===== src/rtl/mcu_spi_arbiter.sv =====
// Arbitrates the cartridge-to-MCU SPI bus between the RTC bridge and the host SPI controller.
// Registered grant FSM with alternating priority, CS-high gap and a no-start watchdog.
module mcu_spi_arbiter #(
    parameter int unsigned GAP_CYCLES    = 2,
    parameter int unsigned START_TIMEOUT = 16
) (
    input  logic SClk,
    input  logic Reset,
    input  logic RtcReq,
    output logic RtcGrant,
    input  logic RtcnSel,
    input  logic RtcClkRunning,
    input  logic RtcClkStretch,
    input  logic RtcDo,
    output logic RtcDi,
    input  logic HostReq,
    output logic HostGrant,
    input  logic HostnSel,
    input  logic HostClkRunning,
    input  logic HostClkStretch,
    input  logic HostDo,
    output logic HostDi,
    output logic nMCUSel,
    output logic SPIDo,
    input  logic SPIDi,
    output logic SPIClkEn,
    output logic Busy
);

    localparam int unsigned CntMax = (START_TIMEOUT > GAP_CYCLES) ? START_TIMEOUT : GAP_CYCLES;
    localparam int unsigned CntW   = $clog2(CntMax + 1);

    typedef enum logic [1:0] {StIdle, StOwnRtc, StOwnHost, StGap} state_e;

    state_e          state_q, state_d;
    logic            last_rtc_q, last_rtc_d;
    logic            started_q, started_d;
    logic [CntW-1:0] cnt_q, cnt_d;

    logic own_rtc, own_host;
    logic own_req, own_nsel, own_run, own_stretch, own_do;

    assign own_rtc  = (state_q == StOwnRtc);
    assign own_host = (state_q == StOwnHost);

    // Only the current owner's signals ever reach the bus; idle values otherwise.
    always_comb begin
        own_req     = 1'b0;
        own_nsel    = 1'b1;
        own_run     = 1'b0;
        own_stretch = 1'b0;
        own_do      = 1'b1;
        if (own_rtc) begin
            own_req     = RtcReq;
            own_nsel    = RtcnSel;
            own_run     = RtcClkRunning;
            own_stretch = RtcClkStretch;
            own_do      = RtcDo;
        end else if (own_host) begin
            own_req     = HostReq;
            own_nsel    = HostnSel;
            own_run     = HostClkRunning;
            own_stretch = HostClkStretch;
            own_do      = HostDo;
        end
    end

    always_comb begin
        state_d    = state_q;
        last_rtc_d = last_rtc_q;
        started_d  = started_q;
        unique case (state_q)
            StIdle: begin
                started_d = 1'b0;
                // On a tie the master that did not own the bus last wins.
                if (RtcReq && (!HostReq || !last_rtc_q)) begin
                    state_d = StOwnRtc;
                end else if (HostReq) begin
                    state_d = StOwnHost;
                end
            end
            StOwnRtc, StOwnHost: begin
                started_d = started_q | ~own_nsel;
                if ((started_q && own_nsel) ||
                    (!started_d && (!own_req || cnt_q == CntW'(START_TIMEOUT - 1)))) begin
                    state_d    = StGap;
                    last_rtc_d = own_rtc;
                end
            end
            StGap: begin
                started_d = 1'b0;
                if (cnt_q == CntW'(GAP_CYCLES - 1)) begin
                    state_d = StIdle;
                end
            end
            default: state_d = StIdle;
        endcase

        if (state_d != state_q) begin
            cnt_d = '0;
        end else if (cnt_q != CntW'(CntMax)) begin
            cnt_d = cnt_q + CntW'(1);
        end else begin
            cnt_d = cnt_q;
        end
    end

    always_ff @(posedge SClk) begin
        if (Reset) begin
            state_q    <= StIdle;
            last_rtc_q <= 1'b0;
            started_q  <= 1'b0;
            cnt_q      <= '0;
        end else begin
            state_q    <= state_d;
            last_rtc_q <= last_rtc_d;
            started_q  <= started_d;
            cnt_q      <= cnt_d;
        end
    end

    always_comb begin
        RtcGrant  = own_rtc;
        HostGrant = own_host;
        Busy      = (state_q != StIdle);
        nMCUSel   = own_nsel;
        SPIDo     = own_do;
        SPIClkEn  = (own_rtc | own_host) & ~own_nsel & own_run & ~own_stretch;
        RtcDi     = own_rtc ? SPIDi : 1'b1;
        HostDi    = own_host ? SPIDi : 1'b1;
    end

endmodule


===== config.mk =====
export PLATFORM = sky130hd
export DESIGN_NAME = mcu_spi_arbiter
export DESIGN_NICKNAME = d
export VERILOG_FILES = /design/src/rtl/mcu_spi_arbiter.sv
export SDC_FILE = /design/constraint.sdc
export NUM_CORES = 1
export LEC_CHECK = 0
export ABC_AREA = 1
export BUFFER_PORTS_ARGS = -buffer_cell sky130_fd_sc_hd__buf_2
export CORE_MARGIN = 2
export CORE_UTILIZATION = 43
export DETAILED_ROUTE_END_ITERATION = 10
export GPL_ROUTABILITY_DRIVEN = 0
export PLACE_DENSITY = 0.73
export SETUP_SLACK_MARGIN = 0.1
export SYNTH_ARGS = -nofsm -noshare
export SYNTH_HDL_FRONTEND = slang
export SYNTH_SLANG_ARGS = --single-unit

===== constraint.sdc =====
create_clock -name SClk -period 3.2 [get_ports SClk]
set_clock_uncertainty 0.1 [all_clocks]
set_input_delay 0.64 -clock SClk [delete_from_list [all_inputs] [get_ports SClk]]
set_output_delay 0.64 -clock SClk [all_outputs]
set_load 0.005 [all_outputs]

==> results of run 1 <==
==> Yosys cell counts, types with 2 or more instances <==
library cell / number / area, µm²
nand2_2: 7 / 43.8
nor3_2: 5 / 50.1
a21oi_1: 3 / 15.0
nand3_2: 3 / 30.0
o21ai_0: 3 / 15.0
inv_2: 2 / 7.51
xor2_1: 2 / 17.5
inv_1: 16 / 60.1
ha_1: 8 / 100
nor3_1: 2 / 10.0
dfxtp_1: 9 / 180
nor2_1: 5 / 18.8
nand2_1: 17 / 63.8
nand3_1: 4 / 20.0
==> layout make-up <==
cell class                      instances  share of cell area
Clock buffer                            4              0.0295
Tap cell                               17              0.0238
Multi-Input combinational cell         70               0.537
Sequential cell                         9               0.202
Inverter                               19              0.0954
Timing Repair Buffer                   20               0.112
==> metal layers <==
layer / vias to the layer above / track usage / part of all wire
li1: 356 / - / -
met3: 2 / 0.0238 / 0.035
met1: 273 / 0.214 / 0.47
met5: - / 0 / 0
met4: 0 / 0.0353 / 0.0041
met2: 10 / 0.301 / 0.49
==> final timing paths <==
| path | start | to | slack [ps] | cells past startpoint |
|---|---|---|---|---|
| hold / removal | last_rtc_q | last_rtc_q | 360 | 2 |
| setup / recovery | state_q[1] | SPIClkEn | 650 | 8 |
| hold reg to reg | last_rtc_q | last_rtc_q | 360 | 2 |
| setup reg to reg | state_q[1] | cnt_q[2] | 1180 | 13 |
==> power groups by stage <==
| stage | clock network, µW | logic [µW] | registers, µW |
|---|---|---|---|
| after global placement | 0 | 158 | 135 |
| after CTS | 91.0 | 163 | 134 |
| after global routing | 95.4 | 183 | 135 |
| after detailed placement | 0 | 162 | 136 |
| final | 87.0 | 160 | 133 |
| after floorplan | 0 | 123 | 133 |
==> placed cells by master (no fill, tap or decap), types with 2 or more instances in the layout <==
cell      netlist  layout
xor2_1          2       2
clkbuf_4        0       3
nor3_1          2       2
buf_2           0      20
inv_1          16      16
dfxtp_1         9       9
nand2_1        17      17
nor2_1          5       5
nand2_2         7       7
nand3_2         3       3
o21ai_0         3       3
inv_2           2       2
a21oi_1         3       3
ha_1            8       8
nor3_2          5       5
nand3_1         4       4
==> worst max-delay path: stages, from the launching register on <==
cell and delay [ps]:
dfxtp_1 410, bufinv_8 220, ha_1 260, inv_2 130
nand3_2 70, nand2_2 100, inv_1 60, nor3_1 170
buf_2 140
==> through the flow <==
stage / instances / hold slack, ps / util
2_1_floorplan: 98 / 324 / -
3_3_place_gp: 135 / 330 / 0.518
3_5_place_dp: 135 / 354 / 0.518
4_1_cts: 139 / 365 / 0.534
5_1_grt: 139 / 382 / 0.534
6_report: 139 / 358 / 0.534
==> registers in the layout (all words and copies together), names as in the netlist <==
name / flops
cnt_q: 5
last_rtc_q: 1
started_q: 1
state_q: 2
==> cell families after synthesis <==
group                      count (synthesis)
xor gates and xnor gates                   2
and+or+nand+nor                           49
buffers and inverters                     19
adders and majority gates                  8
AOI/OAI and AO/OA                         11
DFF                                        9
==> metrics.txt, run 1 <==
run status completed; Resized cells post-CTS 0; drt pass-1 iters 4; share of cells above drive strength 1 0.385; Seq cells post-synth 9; Max Root-Sink Buffers 2; vias per inst 4.61; Main synth FF type dfxtp_1; Setup crit start kind flop; pwr dens between 400 and 500 mW/mm²; Global Route Usage Sum 0.169; DIE HEIGHT about 46 µm; Post-CTS Setup Bufs 0; Final #Nets 144; Max-Cap Viols 0; Yosys Warn Count 0; Avg WL per Cell around 11 µm; Post-Syn Instances 98; Clock Power Share 0.228; sequential power share 0.350; WL final approximately 1500 µm; Yosys cell types 26; Max Freq 392 MHz; Detailed Place HPWL between 1000 and 1500 µm; sw power between 100 and 150 µW; xor/xnor share of the synthesized area 0.0235; FF/Latch Area ~180 µm²; Arr. time, crit path between 1500 and 2000 ps; Post-Syn Nets 119; Slew Limit Fails 0; largest net degree at the start of global routing 8; grt total ovfl 0; Filler Cell Count around 170; Final ANT Viol Nets 0; number of synthesized flops with an enable pin 0; post-synthesis adder-cell area fraction 0.134; CTS tree built; final instance area ~900 µm²; crit share post-route 0.797; Final Setup Violations 0; full die area 0.00208 mm²; peak supply drop 0.000271 V; Req. time, crit path roughly 2500 ps; clk_lat worst skew ~250 ps; Mapped Area ~740 µm²; P_int around 230 µW; FP Rows 15; Net Sw Frac 0.384; placed inst area about 870 µm²; Root Buffer clkbuf_4; CP endpoint kind output port; htree depth 1; I/O pins 21; Vias between 600 and 700; Max transition margin 0.788; post-synthesis mux area share 0; CP Max Fanout 7; antenna violations before repair 0; Final Hold Viols 0; Synth Area in Simple Gates 0.397; leakage power 0.000423 µW; Synth Area per Inst around 7.6 µm²; vias in the first global route roughly 620; Iteration-0 DRC Markers 6; TNS Setup 0 ps; Pwr Total 381 µW; RSZ-0062 raised after global routing no; fin worst setup slack around 650 ps; Compound-Gate Fraction of Synth Area 0.0891; Post-CTS Hold Fix Bufs 0; # diodes 0; Port Buffers 20; area delta synth->final 19.8%; first-pass GRT wire length between 2000 and 3000 µm; Clock Pin Slew Worst Setup and Hold Paths ~60 ps; CTS Sinks 9; starting density of the core 0.446; Multi-input gate area roughly 480 µm²; Async S/R FF share, synth 0; part of the Yosys area used for sequential elements 0.242; main combinational cell family by area after synthesis simple AND/OR/NAND/NOR gates; Hold WC Path Type flop to flop; Final min period about 2600 ps; placeable core area 0.00167 mm²; DR DRC count 0; Die Wd 45.6 µm; critical path type flop to output port; worst-margin pin slew ~320 ps; worst slack, placed slightly above 900 ps; Comb power frac 0.421; Num CTS Buffers 3
Power figures use the tool's default switching activity.
==> inputs of run 2 (changes only) <==
PLACE_DENSITY = 0.76   (was 0.73)
clock period = 2.32 ns   (was 3.2 ns; I/O delays follow)
==> metrics.txt, run 2 (synthesis results as in run 1) <==
Final Hold Viols 0 (unchanged); Max-Cap Viols 0 (unchanged); largest stage delay on the critical path 470 ps (was 410 ps); non-filler instance count after layout 142 (was 139); clk_lat worst skew 270 ps (was 250 ps); CTS Sinks 9 (unchanged); most frequent cells in the layout buf_2 (20), nand2_1 (17), inv_1 (15) (was buf_2 (20), nand2_1 (17), inv_1 (16)); biggest regs cnt_q: 5 flops, state_q: 2 flops (unchanged); Iteration-0 DRC Markers 5 (was 6); Reg-to-Reg Start state_q[0] (was state_q[1]); vias per inst 4.88 (was 4.61); pwr dens 586 mW/mm² (was 427 mW/mm²); Final ANT Viol Nets 0 (unchanged); # diodes 0 (unchanged); Max Root-Sink Buffers 2 (unchanged); critical path type flop to output port (unchanged); Max transition margin 0.793 (was 0.788); first-pass GRT wire length 2560 µm (was 2580 µm); DR DRC count 0 (unchanged); Top reg by flops cnt_q (unchanged); placed inst area 866 µm² (unchanged); R2R cell count 11 (was 13); drt pass-1 iters 4 (unchanged); met2 WL 810 µm (was 714 µm); Worst path slowest cell dfxtp_1 (unchanged); Placed Cells incl. Taps 135 (unchanged); share of cells above drive strength 1 0.440 (was 0.385); peak supply drop 0.000391 V (was 0.000271 V); Detailed Place HPWL 1210 µm (was 1230 µm); Multi-input gate area 509 µm² (was 479 µm²); Post-CTS Hold Fix Bufs 0 (unchanged); Avg WL per Cell 10.9 µm (was 10.5 µm); antenna violations before repair 0 (unchanged); WL final 1550 µm (was 1460 µm); family with the most delay on the worst path flip-flops (was buffers and inverters); Max Freq about 480 MHz; most common cell after layout, fill and taps aside buf_2 (unchanged); Final Setup Violations 0 (unchanged); FF/Latch Area 184 µm² (was 180 µm²); Root Buffer clkbuf_4 (unchanged); CP most frequent cell inv_2; Vias 693 (was 641); R2R Path End cnt_q[4] (was cnt_q[2]); crit path from state_q[0] (was state_q[1]); area delta synth->final 27.4% (was 19.8%); met3 wire length 79 µm (was 51 µm); Buffers & Inverters on Critical Path 3 (was 4); Hold WC Path Type input pin to flop (was flop to flop); Die Wd 45.6 µm (unchanged); placeable core area 0.00167 mm² (unchanged); I/O pins 21 (unchanged); CTS tree built (unchanged); Max Used Layer met4 (unchanged); vias in the first global route 681 (was 615); number of flip-flops in the largest register 5 (unchanged); met1 wire length 638 µm (was 687 µm); leakage power 0.000439 µW (was 0.000423 µW); Req. time, crit path 1760 ps (was 2460 ps); Global Route Usage Sum 0.172 (was 0.169); full die area 0.00208 mm² (unchanged); Worst path depth 5 (was 8); cell chain of the critical path inv_2 -> ha_1 -> inv_2 -> nor3_2 -> buf_2 (was bufinv_8 -> ha_1 -> inv_2 -> nand3_2 -> nand2_2 -> inv_1 -> nor3_1 -> buf_2); flop2flop setup slack 460 ps (was 1180 ps); fin worst setup slack 223 ps (was 648 ps); largest net degree at the start of global routing 8 (unchanged); CP Max Fanout 5 (was 7); crit share post-route 0.904; Filler Cell Count 152 (was 167); TNS Setup 0 ps (unchanged); Clock Pin Slew Worst Setup and Hold Paths 60 ps (about the same); final instance area 948 µm² (was 892 µm²); grt total ovfl 0 (unchanged); minimum hold slack 304 ps (was 358 ps); RSZ-0062 raised after global routing no (unchanged); Final min period approximately 2100 ps; Slew Limit Fails 0 (unchanged); DIE HEIGHT 45.6 µm (unchanged); Port Buffers 20 (unchanged); Setup crit start kind flop (unchanged); run status completed (unchanged); FP Rows 15 (unchanged); htree depth 1 (unchanged); Num CTS Buffers 3 (unchanged); starting density of the core 0.446 (unchanged); CP endpoint kind output port (unchanged); worst-margin pin slew 309 ps (was 316 ps); worst slack, placed 192 ps (was 914 ps); Arr. time, crit path 1530 ps (was 1810 ps); Worst setup endpoint SPIClkEn (unchanged); Final #Nets 147 (was 144)
## run 2: how the worst min path moves through the flow
stage          slack, ps  cells after the start         end       start
5_1_grt              300                      2  state_q[1]       Reset
3_5_place_dp         350                      2  last_rtc_q  last_rtc_q
6_report             300                      2  state_q[1]       Reset
3_3_place_gp         340                      2  last_rtc_q  last_rtc_q
4_1_cts              300                      2  state_q[1]       Reset
2_1_floorplan        320                      2  last_rtc_q  last_rtc_q
## run 2: timing repair
action	4_1_cts	5_1_grt
endpoints found under the setup margin	1	1
pin swaps	0	1
hold endpoints to repair	0	0
setup buffers	2	1
resized for setup	5	3
gates cloned	0	0
## run 2: area by class of cell
class	instances	share of cell area
clock buffers	4	0.0277
inverters	19	0.0897
multi-input cells	70	0.537
flip-flops and latches	9	0.194
well taps	17	0.0224
repair buffers	23	0.129
## run 2: metrics by stage
stage               total power [µW]   util
finish                           556  0.568
global route                     598  0.568
CTS                              547  0.551
detailed placement               411  0.518
global placement                 405  0.518
floorplan                        354      -
## run 2: worst register-to-register path, stage by stage (launching register included)
cell and delay [ps]:
dfxtp_1 470, inv_2 120, ha_1 320, inv_2 110, nor2_4 50, nand2_2 100, nand2_2 60, nand2_2 80
nand2_1 50, nand2_1 90, nand3_4 120, nor3_2 120
## run 2: routing by layer
| layer | vias to the layer above | global-route usage |
|---|---|---|
| li1 | 365 | - |
| met2 | 19 | 0.313 |
| met4 | 0 | 0.100 |
| met1 | 305 | 0.172 |
| met3 | 4 | 0.0476 |
| met5 | - | 0 |
## run 2: power by group
part	internal [µW]	switching (µW)	total, µW
Sequential	170	13.0	183
Clock	66.6	61.6	128
Combinational	102	143	245
Total	338	218	556
==> inputs of run 3 (changes only) <==
CTS_BUF_LIST = sky130_fd_sc_hd__clkbuf_4 sky130_fd_sc_hd__clkbuf_8   (was default)
==> metrics.txt, run 3 (synthesis results as in run 1) <==
Max transition margin 0.793 (about the same); vias in the first global route 680 (was 681); TNS Setup 0 ps (unchanged); peak supply drop 0.000389 V (was 0.000391 V); Final #Nets 149 (was 147); run status completed (unchanged); family with the most delay on the worst path buffers and inverters (was flip-flops); drt pass-1 iters 3 (was 4); CP Max Fanout 5 (unchanged); starting density of the core 0.446 (unchanged); largest net degree at the start of global routing 8 (unchanged); number of flip-flops in the largest register 5 (unchanged); most common cell after layout, fill and taps aside buf_2 (unchanged); grt total ovfl 0 (unchanged); CTS Sinks 9 (unchanged); DIE HEIGHT 45.6 µm (unchanged); FP Rows 15 (unchanged); leakage power 0.000454 µW (was 0.000439 µW); met3 wire length 78 µm (was 79 µm); placeable core area 0.00167 mm² (unchanged); Req. time, crit path 1760 ps (about the same); Clock Pin Slew Worst Setup and Hold Paths 60 ps (about the same); Hold WC Path Type input pin to flop (unchanged); # diodes 0 (unchanged); Avg WL per Cell 10.7 µm (was 10.9 µm); Arr. time, crit path 1550 ps (was 1530 ps); Vias 697 (was 693); cell chain of the critical path bufinv_8 -> ha_4 -> inv_4 -> nand3_2 -> nand2_2 -> inv_1 -> nor3_2 -> buf_2 (was inv_2 -> ha_1 -> inv_2 -> nor3_2 -> buf_2); Iteration-0 DRC Markers 3 (was 5); Filler Cell Count 153 (was 152); Final min period 2120 ps (was 2100 ps); vias per inst 4.84 (was 4.88); placed inst area 866 µm² (unchanged); critical path type flop to output port (unchanged); clk_lat worst skew 270 ps (about the same); Max Used Layer met4 (unchanged); worst-margin pin slew 309 ps (about the same); htree depth 1 (unchanged); full die area 0.00208 mm² (unchanged); share of cells above drive strength 1 0.457 (was 0.440); Max-Cap Viols 0 (unchanged); Buffers & Inverters on Critical Path 4 (was 3); minimum hold slack 306 ps (was 304 ps); WL final 1550 µm (about the same); Root Buffer clkbuf_4 (unchanged); CTS tree built (unchanged); met1 wire length 632 µm (was 638 µm); largest stage delay on the critical path 350 ps (was 470 ps); Max Root-Sink Buffers 2 (unchanged); Final Core Density 0.581 (was 0.568); Final Setup Violations 0 (unchanged); Worst path slowest cell dfxtp_4 (was dfxtp_1); Final Hold Viols 0 (unchanged); Detailed Place HPWL 1210 µm (unchanged); final instance area 970 µm² (was 948 µm²); area delta synth->final 30.3% (was 27.4%); Port Buffers 20 (unchanged); antenna violations before repair 0 (unchanged); Num CTS Buffers 3 (unchanged); Die Wd 45.6 µm (unchanged); biggest regs cnt_q: 5 flops, state_q: 2 flops (unchanged); first-pass GRT wire length 2550 µm (was 2560 µm); Max Freq 472 MHz (was 477 MHz); Final ANT Viol Nets 0 (unchanged); met2 WL 820 µm (was 810 µm); crit share post-route 0.913 (was 0.904); Global Route Usage Sum 0.172 (about the same); Pwr Total 575 µW (was 556 µW); RSZ-0062 raised after global routing no (unchanged); CP endpoint kind output port (unchanged); Setup crit start kind flop (unchanged); pwr dens 593 mW/mm² (was 586 mW/mm²); I/O pins 21 (unchanged); most frequent cells in the layout buf_2 (20), nand2_1 (17), inv_1 (15) (unchanged); Top reg by flops cnt_q (unchanged); DR DRC count 0 (unchanged); Slew Limit Fails 0 (unchanged)
==> run 3: cell count changes in the layout (fill, tap and decap cells not counted) <==
| cell | change |
|---|---|
| buf_4 | +2 |
| clkbuf_1 | -1 |
| inv_2 | -1 |
| inv_4 | +1 |
| clkbuf_4 | +1 |
==> run 3: what timing repair did <==
item                       CTS  global route
pin swaps                    0             2
setup endpoints to repair    1             1
hold buffers                 0             0
resized for setup            5             4
setup buffers                2             3
==> run 3: worst reg2reg max path: stages (launching register included) <==
cell,delay [ps]
dfxtp_1,470
inv_2,120
ha_1,320
inv_2,110
nor2_4,50
nand2_2,100
nand2_2,60
nand2_2,70
nand2_1,50
nand2_1,90
nand3_4,120
nor3_2,120
==> run 3: routing by layer <==
layer | vias up | track usage
met3 | 4 | 0.0476
met5 | - | 0
met1 | 305 | 0.172
met2 | 18 | 0.310
met4 | 0 | 0.100
li1 | 370 | -
==> run 3: report_power, final <==
| part | internal (µW) | switching [µW] |
|---|---|---|
| combinational | 107 | 144 |
| clock | 78.3 | 61.8 |
| sequential | 170 | 13.9 |
==> run 3: through the flow <==
step | setup WS, ps | cells
CTS | 129 | 141
floorplan | 398 | 98
detailed placement | 192 | 135
global route | 105 | 144
finish | 202 | 144
global placement | 313 | 135
==> run 3: cell type report <==
cell class                      count  area, µm²  area share
Clock buffer                        4       30.0      0.0310
Inverter                           19       87.6      0.0903
Timing Repair Buffer               25        138       0.142
Multi-Input combinational cell     70        509       0.525
Tap cell                           17       21.3      0.0219
Sequential cell                     9        184       0.190
==> run 3: path summary, 6_finish.rpt <==
kind | to | from | slack [ps] | cells past startpoint
min reg2reg | last_rtc_q | last_rtc_q | 350 | 2
min | state_q[1] | Reset | 310 | 2
max | SPIClkEn | state_q[1] | 200 | 8
max reg2reg | cnt_q[4] | state_q[0] | 460 | 11
